File: config.mk
export PLATFORM = sky130hd
export DESIGN_NAME = pool_stream_unit
export DESIGN_NICKNAME = d
export VERILOG_FILES = /design/src/rtl/pool_stream_unit.sv
export SDC_FILE = /design/constraint.sdc
export NUM_CORES = 1
export LEC_CHECK = 0
export ABC_AREA = 0
export BUFFER_PORTS_ARGS = -buffer_cell sky130_fd_sc_hd__buf_2
export CAP_MARGIN = 0
export CORE_UTILIZATION = 55
export DETAILED_ROUTE_END_ITERATION = 10
export PLACE_DENSITY = 0.76
export REMOVE_ABC_BUFFERS = 1
export SLEW_MARGIN = 20
export SYNTH_ARGS = -nofsm -noshare
export SYNTH_HDL_FRONTEND = slang
export SYNTH_SLANG_ARGS = --single-unit
File: constraint.sdc
create_clock -name clk -period 3 [get_ports clk]
set_input_delay 0.45 -clock clk [delete_from_list [all_inputs] [get_ports clk]]
set_output_delay 0.45 -clock clk [all_outputs]
set_load 0.03 [all_outputs]
File: src/rtl/pool_stream_unit.sv
// Streaming max / floor-average pooling over WINDOW signed samples.
// Valid/ready on both sides; one result per window, counted on acceptance.
module pool_stream_unit #(
   parameter int DATA_W = 22,
   parameter int WINDOW = 16,
   parameter int CNT_W  = 16
) (
   input  logic                     clk,
   input  logic                     rst,
   input  logic                     mode,
   input  logic signed [DATA_W-1:0] in_data,
   input  logic                     in_valid,
   output logic                     in_ready,
   output logic signed [DATA_W-1:0] out_data,
   output logic                     out_valid,
   input  logic                     out_ready,
   output logic                     window_done,
   output logic [CNT_W-1:0]         window_count,
   output logic                     busy
);

   localparam int LOG_W = $clog2(WINDOW);
   localparam int ACC_W = DATA_W + LOG_W;

   typedef enum logic {ACCUM, HOLD} state_t;

   state_t state_q, state_d;

   logic [LOG_W-1:0]         idx_q, idx_d;
   logic signed [ACC_W-1:0]  acc_q, acc_d;
   logic signed [ACC_W-1:0]  samp_x, acc_upd, avg_sh;
   logic                     mode_q, mode_d, cur_mode;
   logic signed [DATA_W-1:0] res_d;
   logic [CNT_W-1:0]         cnt_d;
   logic                     done_d;
   logic                     in_fire, out_fire, last;

   assign in_fire  = in_valid & in_ready;
   assign out_fire = out_valid & out_ready;
   assign last     = (idx_q == LOG_W'(WINDOW - 1));

   // The first sample of a window seeds acc and picks the mode.
   always_comb begin
      samp_x   = {{LOG_W{in_data[DATA_W-1]}}, in_data};
      cur_mode = (idx_q == '0) ? mode : mode_q;
      if (idx_q == '0)
         acc_upd = samp_x;
      else if (cur_mode)
         acc_upd = acc_q + samp_x;
      else
         acc_upd = (samp_x > acc_q) ? samp_x : acc_q;
      avg_sh = acc_upd >>> LOG_W;
   end

   always_comb begin
      state_d = state_q;
      idx_d   = idx_q;
      acc_d   = acc_q;
      mode_d  = mode_q;
      res_d   = out_data;
      cnt_d   = window_count;
      done_d  = 1'b0;
      unique case (state_q)
         ACCUM: begin
            if (in_fire) begin
               acc_d  = acc_upd;
               mode_d = cur_mode;
               if (last) begin
                  idx_d   = '0;
                  state_d = HOLD;
                  res_d   = cur_mode ? avg_sh[DATA_W-1:0]
                                     : acc_upd[DATA_W-1:0];
               end else begin
                  idx_d = idx_q + LOG_W'(1);
               end
            end
         end
         HOLD: begin
            if (out_fire) begin
               state_d = ACCUM;
               done_d  = 1'b1;
               cnt_d   = window_count + CNT_W'(1);
            end
         end
      endcase
   end

   always_ff @(posedge clk) begin
      if (rst) begin
         state_q      <= ACCUM;
         idx_q        <= '0;
         acc_q        <= '0;
         mode_q       <= 1'b0;
         out_data     <= '0;
         window_count <= '0;
         window_done  <= 1'b0;
         in_ready     <= 1'b1;
         out_valid    <= 1'b0;
         busy         <= 1'b0;
      end else begin
         state_q      <= state_d;
         idx_q        <= idx_d;
         acc_q        <= acc_d;
         mode_q       <= mode_d;
         out_data     <= res_d;
         window_count <= cnt_d;
         window_done  <= done_d;
         in_ready     <= (state_d == ACCUM);
         out_valid    <= (state_d == HOLD);
         busy         <= (idx_d != '0) | (state_d == HOLD);
      end
   end

endmodule

# After elaboration in Yosys (flattened, before gate mapping)

Index checks and enable logic that the tools add are counted.

$add $sub $neg: 3
$lt $le $gt $ge: 1
Eq/ne operators: 1
Muxes and demuxes: 13
Bitwise operators: 5
Reductions and logical operators: 6

Operators by type and width:

| cell                  | number |
|---|---|
| $mux 26               | 3 |
| $add 26x22->26        | 1 |
| $gt 22x26->1          | 1 |
| $mux 22               | 1 |
| $add 16x1->16 const B | 1 |
| $mux 4                | 3 |
| $mux 1                | 5 |
| $add 4x1->4 const B   | 1 |
| $eq 4x4->1 const B    | 1 |
| $logic_not 4->1       | 1 |
| $reduce_and 2->1      | 2 |
| $reduce_bool 4->1     | 1 |
| $reduce_and 3->1      | 1 |
| $and 1x1->1           | 2 |
| $not 1->1             | 2 |
| $pmux 1 s2            | 1 |
| $reduce_or 2->1       | 1 |
| $or 1x1->1            | 1 |

Flip-flop bits (word level): 73
Input bits: 27
Output and inout port bits: 42
Word-level logic and storage cells: 38

# Depth between registers and ports, before layout

Gate-level depths: netlist (run 1).

Depth after elaboration: 6
Depth in mapped cells: 14
Gate-level depth less buffers: 12

# Worst setup path after synthesis (run 1)

Ideal clock, no wire load.

Path kind: input -> register
Start point: input port in_data[21]
End point: register out_data[11]
Library setup time: 88 ps
Data arrival time: 2680 ps
Required time: 2912 ps
Slack: 232 ps
Stages on the path: 12
Path buffers: 2
Cells stage by stage: ha_1 nand4_2 nor4_2 nand2_1 o211ai_2 mux2i_2 buf_6 buf_6 nand2_1 a21oi_2 nor2_1 nor4_2

Longest elaborated chain between the ends: 5

Ends and longest elaborated chain:

| what                   | line | source |
|---|---|---|
| start: declaration     | 11   | `input logic signed [DATA_W-1:0] in_data,` |
| $gt 22x26->1           | 51   | `acc_upd = (samp_x > acc_q) ? samp_x : acc_q;` |
| $mux 26                | 51   |  |
| $mux 26                | 48   | `else if (cur_mode)` |
| $mux 26                | 46   | `if (idx_q == '0)` |
| $mux 22                | 71   | `res_d = cur_mode ? avg_sh[DATA_W-1:0]` |
| end signal: assignment | 105  | `out_data <= res_d;` |
| end: declaration       | 14   | `output logic signed [DATA_W-1:0] out_data,` |

Every way passes these cells.
A chain may end at the register's enable or synchronous reset.

# Final worst setup path (run 1)

Start point: register acc_q[18]
End point: register out_data[5]

Longest elaborated chain between the ends: 5

Ends and longest elaborated chain:

| what                     | line | source |
|---|---|---|
| start: declaration       | 30   | `logic signed [ACC_W-1:0] acc_q, acc_d;` |
| start signal: assignment | 92   | `acc_q <= '0;` |
| start signal: assignment | 103  | `acc_q <= acc_d;` |
| $gt 22x26->1             | 51   |  |
| $mux 26                  | 51   |  |
| $mux 26                  | 48   |  |
| $mux 26                  | 46   |  |
| $mux 22                  | 71   |  |

Every way passes these cells.

==> results of run 1 <==
## registers in the layout (all words and copies together), names as in the netlist
| signal | count |
|---|---|
| acc_q | 26 |
| out_data | 22 |
| window_count | 16 |
| idx_q | 4 |
| busy | 1 |
| in_ready | 1 |
| mode_q | 1 |
| state_q | 1 |
| window_done | 1 |
## placed cells by master, fill, tap and decap left out, drive strengths merged, types with 8 or more instances in the layout
| cell type | n |
|---|---|
| nor2 | 88 |
| a211oi | 21 |
| or3 | 10 |
| nand3 | 10 |
| nor3 | 27 |
| clkbuf | 10 |
| xnor2 | 19 |
| dfxtp | 73 |
| nand2 | 82 |
| nor2b | 8 |
| inv | 56 |
| o22ai | 8 |
| o21ai | 43 |
| nand4 | 11 |
| ha | 54 |
| a21oi | 76 |
| o31ai | 9 |
| xor2 | 12 |
| buf | 216 |
| a311oi | 8 |
## cell families after synthesis
kind of cell             Yosys count  share of synthesized area [%]
adder cells (fa/ha/maj)           55                           12.0
buffers and inverters             92                           7.59
AO/OA/AOI/OAI                    229                           27.0
multiplexers                       6                           1.27
flip-flops                        73                           25.1
AND/OR/NAND/NOR                  270                           22.4
XOR/XNOR                          31                           4.67
## per-layer routing
layer	wire length [um]	vias to the layer above
li1	-	3097
met4	1010	0
met1	8340	3133
met3	2080	103
met5	0	-
met2	9800	392
## area by class of cell
cell class / count / area (um^2)
well taps: 136 / 170
clock inverters: 6 / 90.1
flip-flops and latches: 73 / 1480
inverters: 54 / 203
clock buffers: 10 / 128
multi-input cells: 591 / 4430
fillers: 735 / 2290
repair buffers: 216 / 1490
## tightest hold or removal path: cells and delay by family
kind | cells | cell delay, ps
and+or+nand+nor | 2 | 110
buffers and inverters | 1 | 110
## worst paths after layout
kind	startpoint	end	slack, ps	cells after the start
worst min-delay path	out_ready	window_done$_SDFF_PP0_	340	3
worst max register to register	acc_q[18]$_SDFFE_PP0P_	out_data[5]$_SDFFE_PP0P_	20	12
worst min register to register	acc_q[23]$_SDFFE_PP0P_	acc_q[23]$_SDFFE_PP0P_	470	2
worst max-delay path	acc_q[18]$_SDFFE_PP0P_	out_data[5]$_SDFFE_PP0P_	20	12
## power by group through the flow
stage | Combinational (mW) | Sequential, mW | Clock [mW]
finish | 1.72 | 1.05 | 0.900
detailed placement | 1.39 | 1.06 | 0
CTS | 1.44 | 1.04 | 0.903
global placement | 1.36 | 1.06 | 0
floorplan | 0.756 | 1.07 | 0
global route | 1.82 | 1.05 | 0.938
## timing repair
| action | in CTS | in global routing |
|---|---|---|
| buffers inserted | 3 | 15 |
| resized for setup | 15 | 80 |
| setup endpoints to repair | 34 | 41 |
| pin swaps | 5 | 28 |
| hold buffers | 0 | 0 |
## metrics by stage
step                TNS (ps)  instances  utilization, %  worst slack (ps)  cell area (um^2)
global route            -769       1086            77.7             -69.4              7990
global placement       -5980       1052            68.9              -228              7080
detailed placement     -9230       1052            68.9              -331              7080
CTS                        0       1071            72.0              4.51              7400
floorplan              -1860        718               -              -253              5580
finish                     0       1086            77.7              18.8              7990
==> key figures, run 1 <==
Status
  • Outcome: finished clean

Final layout
  • Fin nets: between 1,000 and 1,500
  • Share of cells above drive strength 1: between 30% and 40%
  • # diodes: 0
  • Layout Area Growth over Synthesis: 37.3%

Route
  • DRC viols: 0
  • WL final: ~21,000 um
  • Post-route ant nets: 0
  • Vias/cell: approximately 6.2
  • DRT iter0 DRCs: slightly below 700
  • DR vias: ~6,700
  • Routed wire per std cell: between 15 and 20 um
  • Pre-antenna DRT Iters: 6

Pwr
  • VDD IR max: approximately 0.26 mV
  • LEAKAGE: 3.43 nW
  • Cell Pwr Density: 460 nW/um^2
  • Int Pwr: about 2.3 mW
  • Switch share: between 30 and 40%
  • Power Total: around 3.7 mW
  • Sequential Power Share: about 28%
  • Combinational power share: a little under half
  • Share of power burned in the clock network: approximately a quarter
  • Switching power: 1.41 mW

Floorplanning
  • Die extent in y: roughly 100 um
  • Core Region: 10,300 um^2
  • I/O Pins: between 60 and 70
  • Cell row count: 37
  • Die Span X: 105 um
  • Die area: about 11,000 um^2
  • Initial core utilization: roughly 57%

GRT
  • Number of global-route vias before repair: 6,269
  • Total GRT Usage: ~37%
  • Grt met3 use: roughly 8.5%
  • Top Usage Layer GRT: met2
  • Grt met2 use: approximately 58%
  • First-pass GRT wire length: ~31,000 um
  • Antenna violations before repair: 0
  • Gr ovfl total: 0
  • GR Layer Usage met1: about 45%
  • Largest net degree at the start of global routing: 32

Clock network
  • TritonCTS Buffers: 9
  • Clock Tree Buf Depth: 2
  • Clock root cell: clkbuf_8
  • H-tree depth: 3
  • Reg clk slew, reported paths: around 90 ps
  • CTS tree: yes
  • Clock Sinks: 73
  • Clk_lat worst skew: between 300 and 400 ps

Yosys
  • Yosys top cell by area: dfxtp_1
  • Post-synthesis register bit count: 73
  • Synth unique cells: 80
  • Synth top area share: roughly 25%
  • Synth top area cells: dfxtp_1 25%, ha_1 12%, a21oi_1 6.3%
  • Most frequent cell after synthesis: nor2_1
  • Synth async-reset ratio: 0%
  • Cell Area, Synth: 5820 um^2
  • Seq/Total Area, Yosys: 25.1%
  • Synth Warn #: 0
  • Synth Instances: 756
  • Post-synth top cells: 85 x nor2_1, 79 x nand2_1, 73 x a21oi_1, 73 x dfxtp_1
  • Post-synth top flop: dfxtp_1
  • EDFF count, synth: 0
  • Avg Inst Size Synth: between 7 and 8 um^2

Worst setup path
  • Slowest cell on crit path: o41ai_4
  • WS Path Type: reg2reg
  • Critical path data required time: 3240 ps
  • Worst path top cell family by delay: compound AO/OA/AOI/OAI gates
  • Crit path cell chain: inv_2 -> ha_4 -> nand4_4 -> nor4_4 -> nand2_2 -> o41ai_4 -> mux2_4 -> buf_4 -> o22ai_4 -> a221o_1 -> a21oi_2 -> nor3_1
  • Critical Path Max Stage Delay: approximately 380 ps
  • Kind of end point of the critical path: register
  • Top fanout value on the critical path: 6
  • WP buf/inv: 2
  • Setup crit start kind: register
  • Crit path DAT: between 3000 and 4000 ps

Flow run
  • Max Cap Violations: 0

Timing
  • Worst slew pin tran: 906 ps
  • Fin crit share: 99.4%
  • Upper clock frequency limit: about 0.34 GHz
  • Clk_skew: about 10 ps
  • Setup violators final: 0
  • Relative slew slack: between 30% and 40%
  • Hold_ws: ~340 ps
  • Fin. max-slew vios: 0
  • RSZ-0062 raised after global routing: true
  • Hold Vio Cnt, Final: 0
  • Minimum clock period: between 2000 and 3000 ps

Place
  • Routability cong.: 0.937
  • Input/output buffers: 68
  • Detailed placement HPWL: approximately 15,000 um

Worst hold path
  • HP Class: in2reg
Power figures use the tool's default switching activity.
==> run 2, diff against run 1 <==
- CORE_ASPECT_RATIO: unset -> 1.2
==> run 2 against run 1 <==
  * Cell count shrank 3.6%
  * Core utilization shrank 2.7 points
  * Largest cell class unchanged
  * Largest power group unchanged
  * Count of clock-buffer cells in the layout shrank 1
  * Maximum frequency grew 1.9%
==> key figures, run 2 (synthesis gave the netlist of run 1 again) <==
Timing
  • Minimum clock period: 2930 ps (was 2980 ps)
  • Final TNS setup: 0 ps (unchanged)
  • Hold Vio Cnt, Final: 0 (unchanged)
  • Clk_skew: 7.46 ps (was 9.86 ps)
  • Upper clock frequency limit: 0.342 GHz (was 0.335 GHz)
  • Worst slew pin tran: 775 ps (was 906 ps)
  • Relative slew slack: 48.2% (was 39.6%)
  • Fin. max-slew vios: 0 (unchanged)
  • Setup violators final: 0 (unchanged)
  • Fin crit share: 97.6% (was 99.4%)
  • Hold_ws: 384 ps (was 343 ps)

Clock network
  • CTS Hold Bufs: 0 (unchanged)
  • Clock root cell: clkbuf_16 (was clkbuf_8)
  • CTS tree: yes (unchanged)
  • Clock Sinks: 73 (unchanged)
  • H-tree depth: 3 (unchanged)
  • TritonCTS Buffers: 9 (unchanged)
  • Clock Tree Buf Depth: 2 (unchanged)
  • Reg clk slew, reported paths: 70 ps (was 90 ps)
  • Clk_lat worst skew: 340 ps (was 370 ps)

Floorplanning
  • Core Region: 10,200 um^2 (was 10,300 um^2)
  • I/O Pins: 69 (unchanged)
  • Die Span X: 95.9 um (was 105 um)
  • Initial core utilization: 57.3% (was 56.6%)
  • Die area: 11,000 um^2 (about the same)
  • Die extent in y: 115 um (was 105 um)
  • Cell row count: 40 (was 37)

Final layout
  • FF/Latch Area: 1470 um^2 (was 1480 um^2)
  • # diodes: 0 (unchanged)
  • Max reg flops: 26 (unchanged)
  • Multi-input logic area: 4260 um^2 (was 4430 um^2)
  • Layout Area Growth over Synthesis: 30.9% (was 37.3%)
  • Fill count: 760 (was 735)
  • Fin nets: 998 (was 1,027)
  • Final instance area: 7620 um^2 (was 7990 um^2)
  • Largest register by flop count: acc_q (unchanged)
  • Most common cell after layout, fill and taps aside: buf_4 (unchanged)
  • Largest registers: acc_q: 26 flops, out_data: 22 flops, window_count: 16 flops (unchanged)
  • Leading cell types in the layout, fill and taps excluded: 118 x buf_4, 82 x nor2_1, 77 x nand2_1 (was 142 x buf_4, 82 x nor2_1, 76 x nand2_1)
  • Share of cells above drive strength 1: 32.1% (was 35.5%)

GRT
  • First-pass GRT wire length: 30,400 um (was 31,400 um)
  • Number of global-route vias before repair: 6,297 (was 6,269)
  • Antenna violations before repair: 0 (unchanged)
  • Gr ovfl total: 0 (unchanged)
  • Largest net degree at the start of global routing: 41 (was 32)
  • Total GRT Usage: 36.4% (was 36.5%)

Worst hold path
  • HP Class: in2reg (unchanged)

Route
  • Vias/cell: 6.28 (was 6.19)
  • DRT iter0 DRCs: 556 (was 676)
  • Pre-antenna DRT Iters: 5 (was 6)
  • Post-route ant nets: 0 (unchanged)
  • DRC viols: 0 (unchanged)
  • WL final: 19,800 um (was 21,200 um)
  • Routed wire per std cell: 18.9 um (was 19.5 um)
  • DR vias: 6,573 (was 6,725)

Flow run
  • Max Cap Violations: 0 (unchanged)

Status
  • Outcome: finished clean (unchanged)

Worst setup path
  • Setup crit start kind: register (unchanged)
  • Kind of end point of the critical path: register (unchanged)
  • Crit path DAT: 3130 ps (was 3220 ps)
  • Critical path data required time: 3200 ps (was 3240 ps)
  • WS Path Type: reg2reg (unchanged)
  • Top fanout value on the critical path: 4 (was 6)

Pwr
  • Switch share: 38.4% (was 38.5%)
  • Switching power: 1.39 mW (was 1.41 mW)
  • Int Pwr: 2.23 mW (was 2.26 mW)
  • Cell Pwr Density: 475 nW/um^2 (was 460 nW/um^2)
  • VDD IR max: 0.333 mV (was 0.255 mV)
  • Combinational power share: 41.9% (was 47.0%)
  • Share of power burned in the clock network: 29.2% (was 24.5%)
  • Sequential Power Share: 28.9% (was 28.5%)
  • LEAKAGE: 3.27 nW (was 3.43 nW)

Place
  • Routability cong.: 0.977 (was 0.937)
  • Input/output buffers: 68 (unchanged)
  • DP Area: 6920 um^2 (was 7080 um^2)
  • Detailed placement HPWL: 14,300 um (was 14,700 um)
run 2: area by class of cell:
cell class	instances	share of cell area (%)
Multi-Input combinational cell	591	55.9
Clock buffer	9	2.96
Clock inverter	7	0.805
Timing Repair Buffer	187	16.3
Tap cell	126	2.07
Inverter	54	2.66
Sequential cell	73	19.3
run 2: power groups by stage:
stage | logic, mW | registers (mW) | clock network, mW
after global routing | 1.62 | 1.05 | 1.12
after CTS | 1.36 | 1.04 | 1.07
after global placement | 1.30 | 1.06 | 0
final | 1.52 | 1.05 | 1.06
after floorplan | 0.756 | 1.07 | 0
after detailed placement | 1.33 | 1.06 | 0
run 2: timing repair:
item	4_1_cts	5_1_grt
endpoints found under the setup margin	22	36
setup buffers	3	4
resized for setup	9	57
pin swaps	4	21
gates cloned	0	0
hold endpoints to repair	0	0
run 2: worst paths after layout:
check                            startpoint                        end  slack [ps]  cells past startpoint
setup / recovery      acc_q[9]$_SDFFE_PP0P_  out_data[18]$_SDFFE_PP0P_          70                     13
hold / removal                    out_ready     window_done$_SDFF_PP0_         380                      3
setup reg to reg      acc_q[9]$_SDFFE_PP0P_  out_data[18]$_SDFFE_PP0P_          70                     13
hold reg to reg   out_data[16]$_SDFFE_PP0P_  out_data[16]$_SDFFE_PP0P_         460                      2
run 2: routing by layer:
metal	GRT usage (%)	routed length, um	up-vias
met2	60.7	9350	399
met3	7.70	1900	107
li1	-	-	3033
met4	21.6	1200	0
met1	42.1	7310	3034
met5	0	0	-
run 2: metrics by stage:
step	setup slack, ps	cells	power, mW	utilization [%]
detailed placement	-379	1024	2.39	68.1
CTS	1.12	1043	3.48	71.7
global placement	-307	1024	2.36	68.1
global route	-42.8	1047	3.79	75.0
floorplan	-253	718	1.83	-
finish	73.1	1047	3.62	75.0
run 2: worst max-delay path: stages (launching register included):
cell      delay, ps
dfxtp_1         330
inv_1            70
ha_1            290
buf_4           150
or2_2           310
nor4_2          240
a21boi_2        310
a311oi_4        170
o21bai_1        240
buf_4           150
xnor2_1         100
o21ai_0          90
a21oi_1         230
o311ai_1        120
